$ cat src/rtl/rx_lane_merge.sv
// Four-lane receive merger: each phy byte lane feeds a small FIFO, and a round-robin
// arbiter drains the FIFOs into one registered ready/valid byte stream tagged with its lane.
module rx_lane_merge #(
    parameter int DATA_W = 8,
    parameter int DEPTH  = 4,
    localparam int PTR_W = $clog2(DEPTH),
    localparam int CNT_W = PTR_W + 1
) (
    input  logic              clk_32f,
    input  logic              reset_L,
    input  logic [DATA_W-1:0] in0,
    input  logic [DATA_W-1:0] in1,
    input  logic [DATA_W-1:0] in2,
    input  logic [DATA_W-1:0] in3,
    input  logic              valid_in0,
    input  logic              valid_in1,
    input  logic              valid_in2,
    input  logic              valid_in3,
    output logic [DATA_W-1:0] out_data,
    output logic [1:0]        out_lane,
    output logic              out_valid,
    input  logic              out_ready,
    output logic [3:0]        fifo_full,
    output logic [3:0]        fifo_empty,
    output logic [3:0]        overflow
);

    logic [DATA_W-1:0] lane_data [4];
    logic [3:0]        lane_valid;

    logic [DATA_W-1:0] mem_q [4][DEPTH];
    logic [PTR_W-1:0]  wr_ptr_q [4];
    logic [PTR_W-1:0]  wr_ptr_d [4];
    logic [PTR_W-1:0]  rd_ptr_q [4];
    logic [PTR_W-1:0]  rd_ptr_d [4];
    logic [CNT_W-1:0]  cnt_q [4];
    logic [CNT_W-1:0]  cnt_d [4];

    logic [3:0]        full;
    logic [3:0]        empty;
    logic [3:0]        push;
    logic [3:0]        pop;
    logic [3:0]        ovf_q;
    logic [3:0]        ovf_d;

    logic [1:0]        last_grant_q;
    logic [1:0]        last_grant_d;
    logic [1:0]        grant;
    logic [1:0]        arb_idx;
    logic              grant_vld;
    logic              load_en;

    logic [DATA_W-1:0] out_data_q;
    logic [DATA_W-1:0] out_data_d;
    logic [1:0]        out_lane_q;
    logic [1:0]        out_lane_d;
    logic              out_valid_q;
    logic              out_valid_d;

    assign lane_data[0] = in0;
    assign lane_data[1] = in1;
    assign lane_data[2] = in2;
    assign lane_data[3] = in3;
    assign lane_valid   = {valid_in3, valid_in2, valid_in1, valid_in0};

    always_comb begin
        full  = '0;
        empty = '0;
        for (int n = 0; n < 4; n++) begin
            full[n]  = (cnt_q[n] == CNT_W'(DEPTH));
            empty[n] = (cnt_q[n] == '0);
        end
    end

    // The output register only advances when it is empty or being consumed.
    assign load_en = !out_valid_q || out_ready;

    always_comb begin
        grant     = '0;
        grant_vld = 1'b0;
        arb_idx   = '0;
        for (int k = 1; k <= 4; k++) begin
            arb_idx = last_grant_q + 2'(k);
            if (!grant_vld && !empty[arb_idx]) begin
                grant     = arb_idx;
                grant_vld = 1'b1;
            end
        end
    end

    assign pop = (load_en && grant_vld) ? (4'b0001 << grant) : 4'b0000;

    // A full lane still accepts a byte when it is popped in the same cycle.
    always_comb begin
        push  = '0;
        ovf_d = ovf_q;
        for (int n = 0; n < 4; n++) begin
            push[n] = lane_valid[n] && (!full[n] || pop[n]);
            if (lane_valid[n] && full[n] && !pop[n]) begin
                ovf_d[n] = 1'b1;
            end
        end
    end

    always_comb begin
        for (int n = 0; n < 4; n++) begin
            wr_ptr_d[n] = wr_ptr_q[n];
            rd_ptr_d[n] = rd_ptr_q[n];
            cnt_d[n]    = cnt_q[n];
            if (push[n]) begin
                wr_ptr_d[n] = wr_ptr_q[n] + PTR_W'(1);
            end
            if (pop[n]) begin
                rd_ptr_d[n] = rd_ptr_q[n] + PTR_W'(1);
            end
            case ({push[n], pop[n]})
                2'b10:   cnt_d[n] = cnt_q[n] + CNT_W'(1);
                2'b01:   cnt_d[n] = cnt_q[n] - CNT_W'(1);
                default: cnt_d[n] = cnt_q[n];
            endcase
        end
    end

    always_comb begin
        out_data_d   = out_data_q;
        out_lane_d   = out_lane_q;
        out_valid_d  = out_valid_q;
        last_grant_d = last_grant_q;
        if (load_en) begin
            out_valid_d = grant_vld;
            if (grant_vld) begin
                out_data_d   = mem_q[grant][rd_ptr_q[grant]];
                out_lane_d   = grant;
                last_grant_d = grant;
            end
        end
    end

    // Storage needs no reset: pointers and counts define which entries are live.
    always_ff @(posedge clk_32f) begin
        for (int n = 0; n < 4; n++) begin
            if (push[n]) begin
                mem_q[n][wr_ptr_q[n]] <= lane_data[n];
            end
        end
    end

    always_ff @(posedge clk_32f or negedge reset_L) begin
        if (!reset_L) begin
            for (int n = 0; n < 4; n++) begin
                wr_ptr_q[n] <= '0;
                rd_ptr_q[n] <= '0;
                cnt_q[n]    <= '0;
            end
            ovf_q        <= '0;
            last_grant_q <= 2'd3;
            out_data_q   <= '0;
            out_lane_q   <= '0;
            out_valid_q  <= 1'b0;
        end else begin
            for (int n = 0; n < 4; n++) begin
                wr_ptr_q[n] <= wr_ptr_d[n];
                rd_ptr_q[n] <= rd_ptr_d[n];
                cnt_q[n]    <= cnt_d[n];
            end
            ovf_q        <= ovf_d;
            last_grant_q <= last_grant_d;
            out_data_q   <= out_data_d;
            out_lane_q   <= out_lane_d;
            out_valid_q  <= out_valid_d;
        end
    end

    assign out_data   = out_data_q;
    assign out_lane   = out_lane_q;
    assign out_valid  = out_valid_q;
    assign fifo_full  = full;
    assign fifo_empty = empty;
    assign overflow   = ovf_q;

endmodule

$ cat config.mk
export PLATFORM = sky130hd
export DESIGN_NAME = rx_lane_merge
export DESIGN_NICKNAME = d
export VERILOG_FILES = /design/src/rtl/rx_lane_merge.sv
export SDC_FILE = /design/constraint.sdc
export NUM_CORES = 1
export LEC_CHECK = 0
export CAP_MARGIN = 20
export CELL_PAD_IN_SITES_DETAIL_PLACEMENT = 1
export CELL_PAD_IN_SITES_GLOBAL_PLACEMENT = 2
export CORE_UTILIZATION = 44
export DETAILED_ROUTE_END_ITERATION = 10
export PLACE_DENSITY = 0.9
export SLEW_MARGIN = 10
export SYNTH_ARGS = -nofsm -noshare
export SYNTH_HDL_FRONTEND = slang
export SYNTH_SLANG_ARGS = --single-unit
$ cat constraint.sdc
create_clock -name clk_32f -period 9.64 [get_ports clk_32f]
set_input_delay 1.928 -clock clk_32f [delete_from_list [all_inputs] [get_ports clk_32f]]
set_output_delay 1.928 -clock clk_32f [all_outputs]
set_load 0.01 [all_outputs]
==> impl_results.md <==
* Critical Path Source Type: primary input
* Worst skew pair latency at 0.43 ns
* Antenna violations before repair at 0
* Crit-path max FO at 12
* Delay-heaviest family, CP: simple AND/OR/NAND/NOR gates
* Detailed placement HPWL at between 10000 and 15000 um
* Total number of vias at 4807
* Largest net degree at the start of global routing at between 70 and 80
* Setup CP Type: in2reg
* Psw at 1.48 mW
* Avg Vias per Cell at 5.61
* Final ANT Viol Nets at 0
* Ys Warns at 0
* Total grt overflow at 0
* Fin. max-slew vios at 0
* CTS sink count at between 150 and 200
* CP Capture Type: flop
* Internal power at between 1.5 and 2 mW
* Diode count at 0
* RSZ-0062 raised after global routing: false
* Clk pwr share at 18.8%
* Number of flops mapped to enable cells by yosys at 128
* Mapped Avg Cell Area at approximately 13 sq um
* CP Data Arrival Time at 4.75 ns
* Hold Crit Class: reg2reg
* Fin crit share at a little under half
* Fillers at 1631
* Max-Cap Viols at 0
* Worst path slowest cell: a21boi_1
* Gr usage total at approximately a quarter
* Post-synthesis sequential area ratio at 66.9%
* Multi-input logic area at roughly 2200 sq um
* # port buffers at slightly above 60
* CTS tree: yes
* Leakage Power at approximately 3.3 nW
* Slew @ Worst Pin at 0.966 ns
* Final Skew at 0.0113 ns
* Sum Neg Setup Slack at 0 ns
* Post-Syn Instances at 566
* Worst-path clk slew at 0.07 ns
* Crit path buf inv count at 3
* Die area at 17400 sq um
* Detailed-routing iteration count for the pre-antenna-repair pass at 4
* Number of H-tree levels at 4
* Final GP Congestion at a little over 0.9
* Ports at 62
* Crit path launch: out_ready
* Final design utilization at 53.2%
* Layout cells sized above 1 at approximately a tenth
* Ys async rst share at 26.0%
* Critical path, cell by cell: clkdlybuf4s50_1 > nand2b_1 > nand2b_1 > nor2_2 > nand2_1 > a21boi_1 > inv_1 > ha_1 > inv_1 > fa_1 > xor2_1 > nor2_1 > xor2_1
* PD cells at 391 nW/um^2
* Wirelength per Cell at 22.9 um
* Outcome: finished clean
* Post-synth cell types at 44
* FF/Latch Area at 4970 sq um
* Worst vdd rail ir drop at 0.410 mV
* Layout Nets at 684
* Post-synth net total at 626
* Final WL at 19700 um
* Worst hold slack at 0.479 ns
* Final setup viols at 0
* Die height at 132 um
* CP max stage delay at 0.50 ns
* Reg-to-Reg Start: cnt_q[8]$_DFFE_PN0P_
* First-pass GRT wire length at 30100 um
* Gate power share at 47.6%
* Quantity of gates resized following cts at 0
* CTS Buf Count at 17
* Rows at 47
* Hold Crit Start: overflow[2]$_DFFE_PN0P_
* Clock Tree Buf Depth at 2
* Tmin final at 4.44 ns
* Number of global-route vias before repair at 5197
* CORE AREA at 16500 sq um
* Initial Util at 45.0%
* Peak Freq at 225 MHz
* # DRC at 0
* CTS hold repair buffers at 0
* Seq pwr share at between 30 and 40%
* Normalized max-slew margin at 34.3%
* Worst EP required at 9.95 ns
* Die width at 132 um
* Post-CTS setup buffers at 0
* Initial DRC count at 282
* Synth Register Bits at roughly 170
* Area grow syn2layout at 18.2%
* Prevailing post-synth register cell: edfxtp_1
* Switching Share at 43.0%
* Final Hold Fails at 0
* Root Driver: clkbuf_16
* Mapped Area at 7440 sq um
state kept, by name (all words and copies together) (netlist names):
name,count
out_valid,1
last_grant_q,2
wr_ptr_q,8
overflow,4
mem_q,128
cnt_q,12
rd_ptr_q,8
out_data,8
out_lane,2
final cells by class:
type,instances,area share (%)
sequential,173,56.6
multi-input combinational,337,25.5
timing repair buffer,66,7.31
clock buffer,19,4.92
tap,220,3.13
clock inverter,13,1.37
inverter,29,1.24
worst paths after layout:
check	end	slack, ns	cells after the start
min	overflow[2]$_DFFE_PN0P_	0.48	1
min in group asynchronous	wr_ptr_q[5]$_DFFE_PN0P_	1.60	2
max reg2reg	out_data[6]$_DFFE_PN0P_	5.79	9
min reg2reg	overflow[2]$_DFFE_PN0P_	0.48	1
max in group asynchronous	wr_ptr_q[6]$_DFFE_PN0P_	7.60	2
max	cnt_q[2]$_DFFE_PN0P_	5.20	13
layout by cell type, fill, tap and decap left out, drive strengths merged, types with 12 or more instances in the layout:
| cell | count |
|---|---|
| o21ai | 20 |
| nand3 | 12 |
| dfrtp | 43 |
| inv | 31 |
| ha | 17 |
| a21oi | 67 |
| mux2i | 13 |
| clkbuf | 19 |
| and2 | 14 |
| clkdlybuf4s50 | 60 |
| xnor2 | 17 |
| nor2 | 15 |
| a221oi | 33 |
| nand2 | 82 |
| edfxtp | 128 |
cells by family (layout without fill, tap and decap cells):
kind of cell	after synthesis	after routing	synth area share (%)
multiplexers	16	16	2.25
adder cells (fa/ha/maj)	21	21	3.94
buffers and inverters	56	127	3.03
flip-flops	173	173	66.9
AND/OR/NAND/NOR	143	143	8.68
XOR/XNOR	21	21	2.47
AO/OA/AOI/OAI	136	136	12.8
cells in the mapped netlist (2+ instances only):
| cell type | number | area share (%) |
|---|---|---|
| a22o_1 | 2 | 0.24 |
| or2_2 | 2 | 0.17 |
| nor2_1 | 14 | 0.71 |
| and2_1 | 14 | 1.2 |
| mux2i_1 | 12 | 1.6 |
| and3_1 | 6 | 0.50 |
| o21ai_0 | 9 | 0.61 |
| nand2b_1 | 2 | 0.17 |
| or3_1 | 2 | 0.17 |
| a221oi_2 | 10 | 2.0 |
| xor2_1 | 4 | 0.47 |
| mux2_2 | 3 | 0.45 |
| nor2b_1 | 2 | 0.17 |
| dfstp_2 | 2 | 0.71 |
| buf_2 | 6 | 0.40 |
| ha_1 | 17 | 2.9 |
| nand4_1 | 2 | 0.17 |
| a21o_1 | 3 | 0.30 |
| edfxtp_1 | 128 | 52 |
| a21oi_1 | 67 | 4.5 |
| fa_1 | 4 | 1.1 |
| o21ai_1 | 11 | 0.74 |
| dfrtp_1 | 43 | 14 |
| a21boi_1 | 3 | 0.30 |
| inv_1 | 29 | 1.5 |
| clkbuf_1 | 19 | 0.96 |
| a31o_2 | 4 | 0.47 |
| nand2_1 | 82 | 4.1 |
| a221oi_1 | 22 | 2.6 |
| xnor2_1 | 17 | 2.0 |
| nand3_1 | 12 | 0.81 |
stage by stage:
step	area (sq um)	setup slack, ns	cells	power [mW]
floorplan	7440	5.92	566	2.26
global placement	8240	4.93	825	2.71
detailed placement	8240	4.77	825	2.81
CTS	8790	5.22	857	3.46
global route	8790	4.86	857	3.65
finish	8790	5.20	857	3.44
metal layers:
metal	global-route usage, %	vias up	part of all wire (%)
met1	27.8	2441	39
met3	5.38	46	4.6
li1	-	2175	-
met5	0	-	0
met4	14.7	0	5.2
met2	40.5	145	51
power by group through the flow:
| stage | Sequential, mW | Clock (mW) | Combinational [mW] |
|---|---|---|---|
| detailed placement | 1.17 | 0 | 1.64 |
| global placement | 1.16 | 0 | 1.56 |
| CTS | 1.16 | 0.656 | 1.65 |
| global route | 1.17 | 0.678 | 1.80 |
| finish | 1.16 | 0.646 | 1.64 |
| floorplan | 1.13 | 0 | 1.13 |
No activity file was read; power rests on OpenSTA's default activity.
